`config.mk`:
```
export PLATFORM = sky130hd
export DESIGN_NAME = romulus_stream_seq
export DESIGN_NICKNAME = d
export VERILOG_FILES = /design/src/rtl/romulus_seq_pkg.sv /design/src/rtl/seq_len_slicer.sv /design/src/rtl/romulus_stream_seq.sv
export SDC_FILE = /design/constraint.sdc
export NUM_CORES = 1
export LEC_CHECK = 0
export ABC_AREA = 1
export CORE_MARGIN = 1.5
export CORE_UTILIZATION = 35
export DETAILED_ROUTE_END_ITERATION = 6
export HOLD_SLACK_MARGIN = 0.03
export SYNTH_ARGS = -nofsm -noshare
export SYNTH_HDL_FRONTEND = slang
export SYNTH_SLANG_ARGS = --single-unit
```
`constraint.sdc`:
```
create_clock -name clk -period 2.9 [get_ports clk]
set_input_delay 0.725 -clock clk [delete_from_list [all_inputs] [get_ports clk]]
set_output_delay 0.725 -clock clk [all_outputs]
set_load 0.1 [all_outputs]
```
`src/rtl/romulus_seq_pkg.sv`:
```
// Shared types and helpers for the Romulus-N stream sequencer.
// Holds the FSM state encoding and block-count arithmetic.
package romulus_seq_pkg;

    localparam int unsigned BLK_BYTES = 16;
    localparam int unsigned NB_W      = BLK_BYTES + 1;

    typedef enum logic [2:0] {
        S_IDLE,
        S_START,
        S_FEED,
        S_DRAIN,
        S_TAG
    } seq_state_e;

    // An empty message still occupies one (empty) cipher block.
    function automatic int unsigned ceil_blocks(input int unsigned len,
                                                input int unsigned blk_bytes = BLK_BYTES);
        int unsigned n;
        n = (len + blk_bytes - 1) / blk_bytes;
        return (n == 0) ? 1 : n;
    endfunction

endpackage

```
`src/rtl/seq_len_slicer.sv`:
```
// Combinational length slicing: bytes in the current block and total block count.
// Kept separate so an associated-data sequencer can reuse it.
module seq_len_slicer
    import romulus_seq_pkg::*;
#(
    parameter int unsigned LEN_W       = 16,
    parameter int unsigned BLK_BYTES_P = BLK_BYTES,
    parameter int unsigned NB_WIDTH    = NB_W
) (
    input  logic [LEN_W-1:0]    bytes_rem_i,
    input  logic [LEN_W-1:0]    len_i,
    output logic [NB_WIDTH-1:0] nbytes_o,
    output logic [LEN_W-1:0]    blocks_o
);

    always_comb begin
        if (32'(bytes_rem_i) >= BLK_BYTES_P) begin
            nbytes_o = NB_WIDTH'(BLK_BYTES_P);
        end else begin
            nbytes_o = NB_WIDTH'(bytes_rem_i);
        end
        blocks_o = LEN_W'(ceil_blocks(32'(len_i), BLK_BYTES_P));
    end

endmodule

```
`src/rtl/romulus_stream_seq.sv`:
```
// Handshake/length sequencer for the masked Romulus-N cipher core.
// Optional cycle counter port enabled by defining ROMULUS_SEQ_CYCLE_COUNT_EN.
module romulus_stream_seq
    import romulus_seq_pkg::*;
#(
    parameter int unsigned BLK_SIZE = 128,
    parameter int unsigned LEN_W    = 16,
    parameter int unsigned CNT_W    = 32
) (
    input  logic                  clk,
    input  logic                  rst,
    input  logic                  cmd_valid,
    output logic                  cmd_ready,
    input  logic [LEN_W-1:0]      cmd_len,
    input  logic                  din_valid,
    output logic                  din_ready,
    output logic                  dout_valid,
    input  logic                  dout_ready,
    output logic                  dout_last,
    output logic                  tag_valid,
    input  logic                  tag_ready,
    output logic                  c_start,
    output logic [BLK_SIZE/8:0]   c_pt_nbytes,
    output logic                  c_pt_valid,
    input  logic                  c_pt_ready,
    input  logic                  c_ct_valid,
    output logic                  c_ct_ready,
    output logic                  c_ct_last,
    input  logic                  c_finish
`ifdef ROMULUS_SEQ_CYCLE_COUNT_EN
    ,
    output logic [CNT_W-1:0]      cyc_count
`endif
);

    localparam int unsigned BB = BLK_SIZE / 8;

    if (CNT_W < 1) begin : g_bad_cnt_w
        $error("CNT_W must be at least 1");
    end

    seq_state_e       state_q, state_d;
    logic [LEN_W-1:0] bytes_rem_q, bytes_rem_d;
    logic [LEN_W-1:0] in_cnt_q, in_cnt_d;
    logic [LEN_W-1:0] out_cnt_q, out_cnt_d;
    logic             fin_seen_q, fin_seen_d;

    logic [BB:0]      nbytes;
    logic [LEN_W-1:0] blocks;
    logic             in_phase, out_phase, pt_fire, ct_fire;

    seq_len_slicer #(
        .LEN_W       (LEN_W),
        .BLK_BYTES_P (BB),
        .NB_WIDTH    (BB + 1)
    ) u_slicer (
        .bytes_rem_i (bytes_rem_q),
        .len_i       (cmd_len),
        .nbytes_o    (nbytes),
        .blocks_o    (blocks)
    );

    assign in_phase  = (state_q == S_FEED);
    assign out_phase = (state_q == S_FEED) || (state_q == S_DRAIN);

    // Gating with rst keeps every output low while reset is held.
    assign cmd_ready   = (state_q == S_IDLE) && !rst;
    assign c_start     = (state_q == S_START);
    assign c_pt_valid  = in_phase && din_valid;
    assign din_ready   = in_phase && c_pt_ready;
    assign c_pt_nbytes = in_phase ? nbytes : '0;
    assign dout_valid  = out_phase && c_ct_valid;
    assign c_ct_ready  = out_phase && dout_ready;
    assign dout_last   = dout_valid && (out_cnt_q == LEN_W'(1));
    assign c_ct_last   = (out_phase || (state_q == S_TAG)) && (in_cnt_q == '0);
    assign tag_valid   = (state_q == S_TAG);

    assign pt_fire = c_pt_valid && c_pt_ready;
    assign ct_fire = dout_valid && dout_ready;

    always_comb begin
        state_d     = state_q;
        bytes_rem_d = bytes_rem_q;
        in_cnt_d    = in_cnt_q;
        out_cnt_d   = out_cnt_q;
        fin_seen_d  = fin_seen_q;

        if (ct_fire && (out_cnt_q != '0)) begin
            out_cnt_d = out_cnt_q - LEN_W'(1);
        end
        if ((state_q != S_IDLE) && c_finish) begin
            fin_seen_d = 1'b1;
        end

        case (state_q)
            S_IDLE: begin
                if (cmd_valid) begin
                    bytes_rem_d = cmd_len;
                    in_cnt_d    = blocks;
                    out_cnt_d   = blocks;
                    fin_seen_d  = 1'b0;
                    state_d     = S_START;
                end
            end
            S_START: state_d = S_FEED;
            S_FEED: begin
                if (pt_fire) begin
                    bytes_rem_d = bytes_rem_q - LEN_W'(nbytes);
                    in_cnt_d    = in_cnt_q - LEN_W'(1);
                    if (in_cnt_q == LEN_W'(1)) begin
                        state_d = S_DRAIN;
                    end
                end
            end
            S_DRAIN: begin
                if ((in_cnt_q == '0) && (out_cnt_q == '0) && (fin_seen_q || c_finish)) begin
                    state_d = S_TAG;
                end
            end
            S_TAG: begin
                if (tag_ready) begin
                    state_d = S_IDLE;
                end
            end
            default: state_d = S_IDLE;
        endcase
    end

    always_ff @(posedge clk or posedge rst) begin
        if (rst) begin
            state_q     <= S_IDLE;
            bytes_rem_q <= '0;
            in_cnt_q    <= '0;
            out_cnt_q   <= '0;
            fin_seen_q  <= 1'b0;
        end else begin
            state_q     <= state_d;
            bytes_rem_q <= bytes_rem_d;
            in_cnt_q    <= in_cnt_d;
            out_cnt_q   <= out_cnt_d;
            fin_seen_q  <= fin_seen_d;
        end
    end

`ifdef ROMULUS_SEQ_CYCLE_COUNT_EN
    logic [CNT_W-1:0] cyc_q;

    always_ff @(posedge clk or posedge rst) begin
        if (rst) begin
            cyc_q <= '0;
        end else if ((state_q == S_IDLE) && cmd_valid) begin
            cyc_q <= '0;
        end else if ((state_q != S_IDLE) && (cyc_q != '1)) begin
            cyc_q <= cyc_q + CNT_W'(1);
        end
    end

    assign cyc_count = cyc_q;
`endif

endmodule

```
==> impl_metrics.tcl <==
set metrics [dict create \
    cts.repair.resized 0 \
    critical_path.top_delay_family "simple AND/OR/NAND/NOR gates" \
    clk_path_buf_depth 2 \
    power_mw 4.646 \
    rows 39 \
    yosysMostFrequentCell "nand2_1" \
    die_h_um 110.5 \
    antenna_found_initial 0 \
    post-route-period-util_pct 91.77 \
    async_reset_ff_share_pct 100.0 \
    grt_pass1_wl_mm 18.84 \
    vias 4003 \
    synth_warnings 0 \
    dp_cells 784 \
    dp_slack_ns 0.2458 \
    finClkSkew_ns 0.006766 \
    stdcell_count 792 \
    min_path_type "reg2reg" \
    totalNegativeSetupSlack_ns 0 \
    cp_slowest_stage_delay_ns 0.42 \
    regArea_um2 1301 \
    hold_viol_final 0 \
    cts-root-buf "clkbuf_16" \
    yosysUniqueCellTypes 41 \
    drv_cap 0 \
    syn_area_um2 4043 \
    overflow 0 \
    worstPathRequired_ns 2.17 \
    drt_iter0_markers 184 \
    grtUsageTotal_pct 18.69 \
    path_clk_slew_ns 0.08 \
    htreeDepth 2 \
    dieArea_um2 12200 \
    ys_seq_elements 52 \
    cp_slowest_cell "dfrtp_1" \
    cts_tree "done" \
    synth.avg_cell_area_um2 6.638 \
    clock_latency_ns 0.29 \
    clkSinkCount 52 \
    numPortBuffers 38 \
    crit_chain "inv_1 -> ha_1 -> nand3_1 -> inv_1 -> nand3b_1 -> nor3_4 -> buf_12" \
    synth-edff-count 0 \
    multiInputGateArea_um2 2321 \
    p_per_area_nw_per_um2 959.4 \
    rsz0062_at_grt "false" \
    post_cts_buffers 0 \
    ios 51 \
    status "complete, no violations" \
    cts_buffers 5 \
    slew_violations 0 \
    wl_per_cell_um 14.38 \
    first_pass_iters 4 \
    viasPerCell 5.054 \
    fin_ws_ns 0.2386 \
    start_util_pct 35.71 \
    fp.dieW_um 110.5 \
    final_antenna_net_count 0 \
    drt_wl_total_mm 11.39 \
    finalWeightedCongestion 0.9212 \
    grt_pass1_vias 3795 \
    hpwl_mm 8.786 \
    path_class "reg2out" \
    finalSetupViolations 0 \
    worstPathMaxFanout 4 \
    drive_gt1_share_pct 10.63 \
    drc 0 \
    fin_nets 679 \
    grt_max_degree 53 \
    start_kind "flip-flop" \
    fin_crit_ns 2.661 \
    arrival_ns 1.94 \
    postCtsHoldBufs 0 \
    path_buf_inv 3 \
    synth_top_cell_by_area "dfrtp_1" \
    syn-instance-count 609 \
    fmax_mhz 375.7 \
    synth_common_cells "155 x nand2_1, 81 x inv_1, 80 x nor2_1" \
    synth_top_area_share_pct 32.19 \
    p_leak_nw 2.337 \
    crit_top_cell "inv_1" \
    core_area_um2 11320 \
    syn_to_final_growth_pct 19.78 \
    fill_cells 1175 \
    endpoint_kind "output pin" \
    ys_top_cells_by_area "dfrtp_1 32%, nand2_1 14%, inv_1 7.5%" \
    ir_drop_mv 0.7445 \
    synth.yosys.seq_area_share_pct 32.19 \
    antenna_cells 0 \
    synthFlopType "dfrtp_1" \
]
==> final timing paths <==
| kind | start | end | slack (ns) | depth (start not counted) |
|---|---|---|---|---|
| worst max-delay path | in_cnt_q[0] | c_ct_last | 0.24 | 7 |
| worst min-delay path | bytes_rem_q[0] | bytes_rem_q[0] | 0.53 | 2 |
| worst max register to register | state_q[0] | out_cnt_q[8] | 0.76 | 12 |
| worst min register to register | bytes_rem_q[0] | bytes_rem_q[0] | 0.53 | 2 |
| max in group asynchronous | rst | bytes_rem_q[6] | 1.80 | 3 |
| min in group asynchronous | rst | out_cnt_q[13] | 0.85 | 3 |
==> flip-flops by register name (all words and copies together), names as in the netlist <==
signal / count
out_cnt_q: 16
fin_seen_q: 1
state_q: 3
in_cnt_q: 16
bytes_rem_q: 16
==> placed cells by master (no fill, tap or decap), types with 2 or more instances in the layout <==
cell / n
nand2_1: 155
nor2_1: 80
inv_1: 80
dfrtp_1: 52
nand3_1: 49
clkdlybuf4s50_1: 24
o21ai_1: 21
xor2_1: 16
conb_1: 13
a21oi_1: 12
buf_12: 12
nor3_1: 11
buf_4: 11
nand4_1: 10
nand2_2: 10
o221ai_1: 10
o21ai_0: 9
nor2_2: 8
o211ai_1: 7
o22ai_1: 7
inv_2: 6
ha_1: 6
xnor2_1: 5
clkbuf_16: 5
nand3b_1: 3
o21bai_1: 2
nor3_4: 2
nor4_1: 2
nand3_2: 2
or2_2: 2
and3_1: 2
clkinvlp_4: 2
==> worst reg2reg max path, stage by stage, from the launching register on <==
cell and delay, ns:
dfrtp_1 0.43, nor2_1 0.19, nand2_2 0.18, nand2_1 0.15, nand2_2 0.10, inv_2 0.10, nand2_2 0.09, nor2_8 0.25
nand2_2 0.13, o21ai_1 0.13, nand3_1 0.10, o21ai_1 0.12, inv_1 0.06
==> per-layer routing <==
| layer | track usage [%] | part of all wire (%) |
|---|---|---|
| met5 | 0 | 0 |
| met4 | 3.761 | 1.3 |
| met3 | 2.415 | 4.2 |
| met2 | 32.10 | 48 |
| met1 | 25.26 | 46 |
==> final cells by class <==
| class | instances | area share, % |
|---|---|---|
| well taps | 143 | 3.695 |
| flip-flops and latches | 52 | 26.87 |
| repair buffers | 47 | 11.63 |
| inverters | 87 | 6.796 |
| clock inverters | 3 | 0.4910 |
| multi-input cells | 455 | 47.93 |
| clock buffers | 5 | 2.584 |
==> stage by stage <==
| stage | area, um^2 | hold WS (ns) | utilization [%] |
|---|---|---|---|
| floorplan | 4125 | 0.4811 | - |
| global placement | 4693 | 0.5058 | 41.46 |
| detailed placement | 4693 | 0.5133 | 41.46 |
| CTS | 4842 | 0.5253 | 42.77 |
| global route | 4842 | 0.5763 | 42.77 |
| finish | 4842 | 0.5261 | 42.77 |
==> power breakdown <==
part	leakage, nW	internal [mW]	switching [mW]
clock network	0.0660	0.322	0.293
registers	0.635	1.06	0.354
logic	1.64	0.877	1.74
==> cell families (layout without fill, tap and decap cells) <==
family / after synthesis / after routing / share of synthesized area (%)
other: 2 / 13 / 0.1858
adder cells (fa/ha/maj): 6 / 6 / 1.857
AO/OA/AOI/OAI: 75 / 75 / 11.73
XOR/XNOR: 21 / 21 / 4.550
AND/OR/NAND/NOR: 340 / 340 / 37.05
flip-flops: 52 / 52 / 32.19
buffers and inverters: 113 / 142 / 12.44
Power figures use the tool's default switching activity.
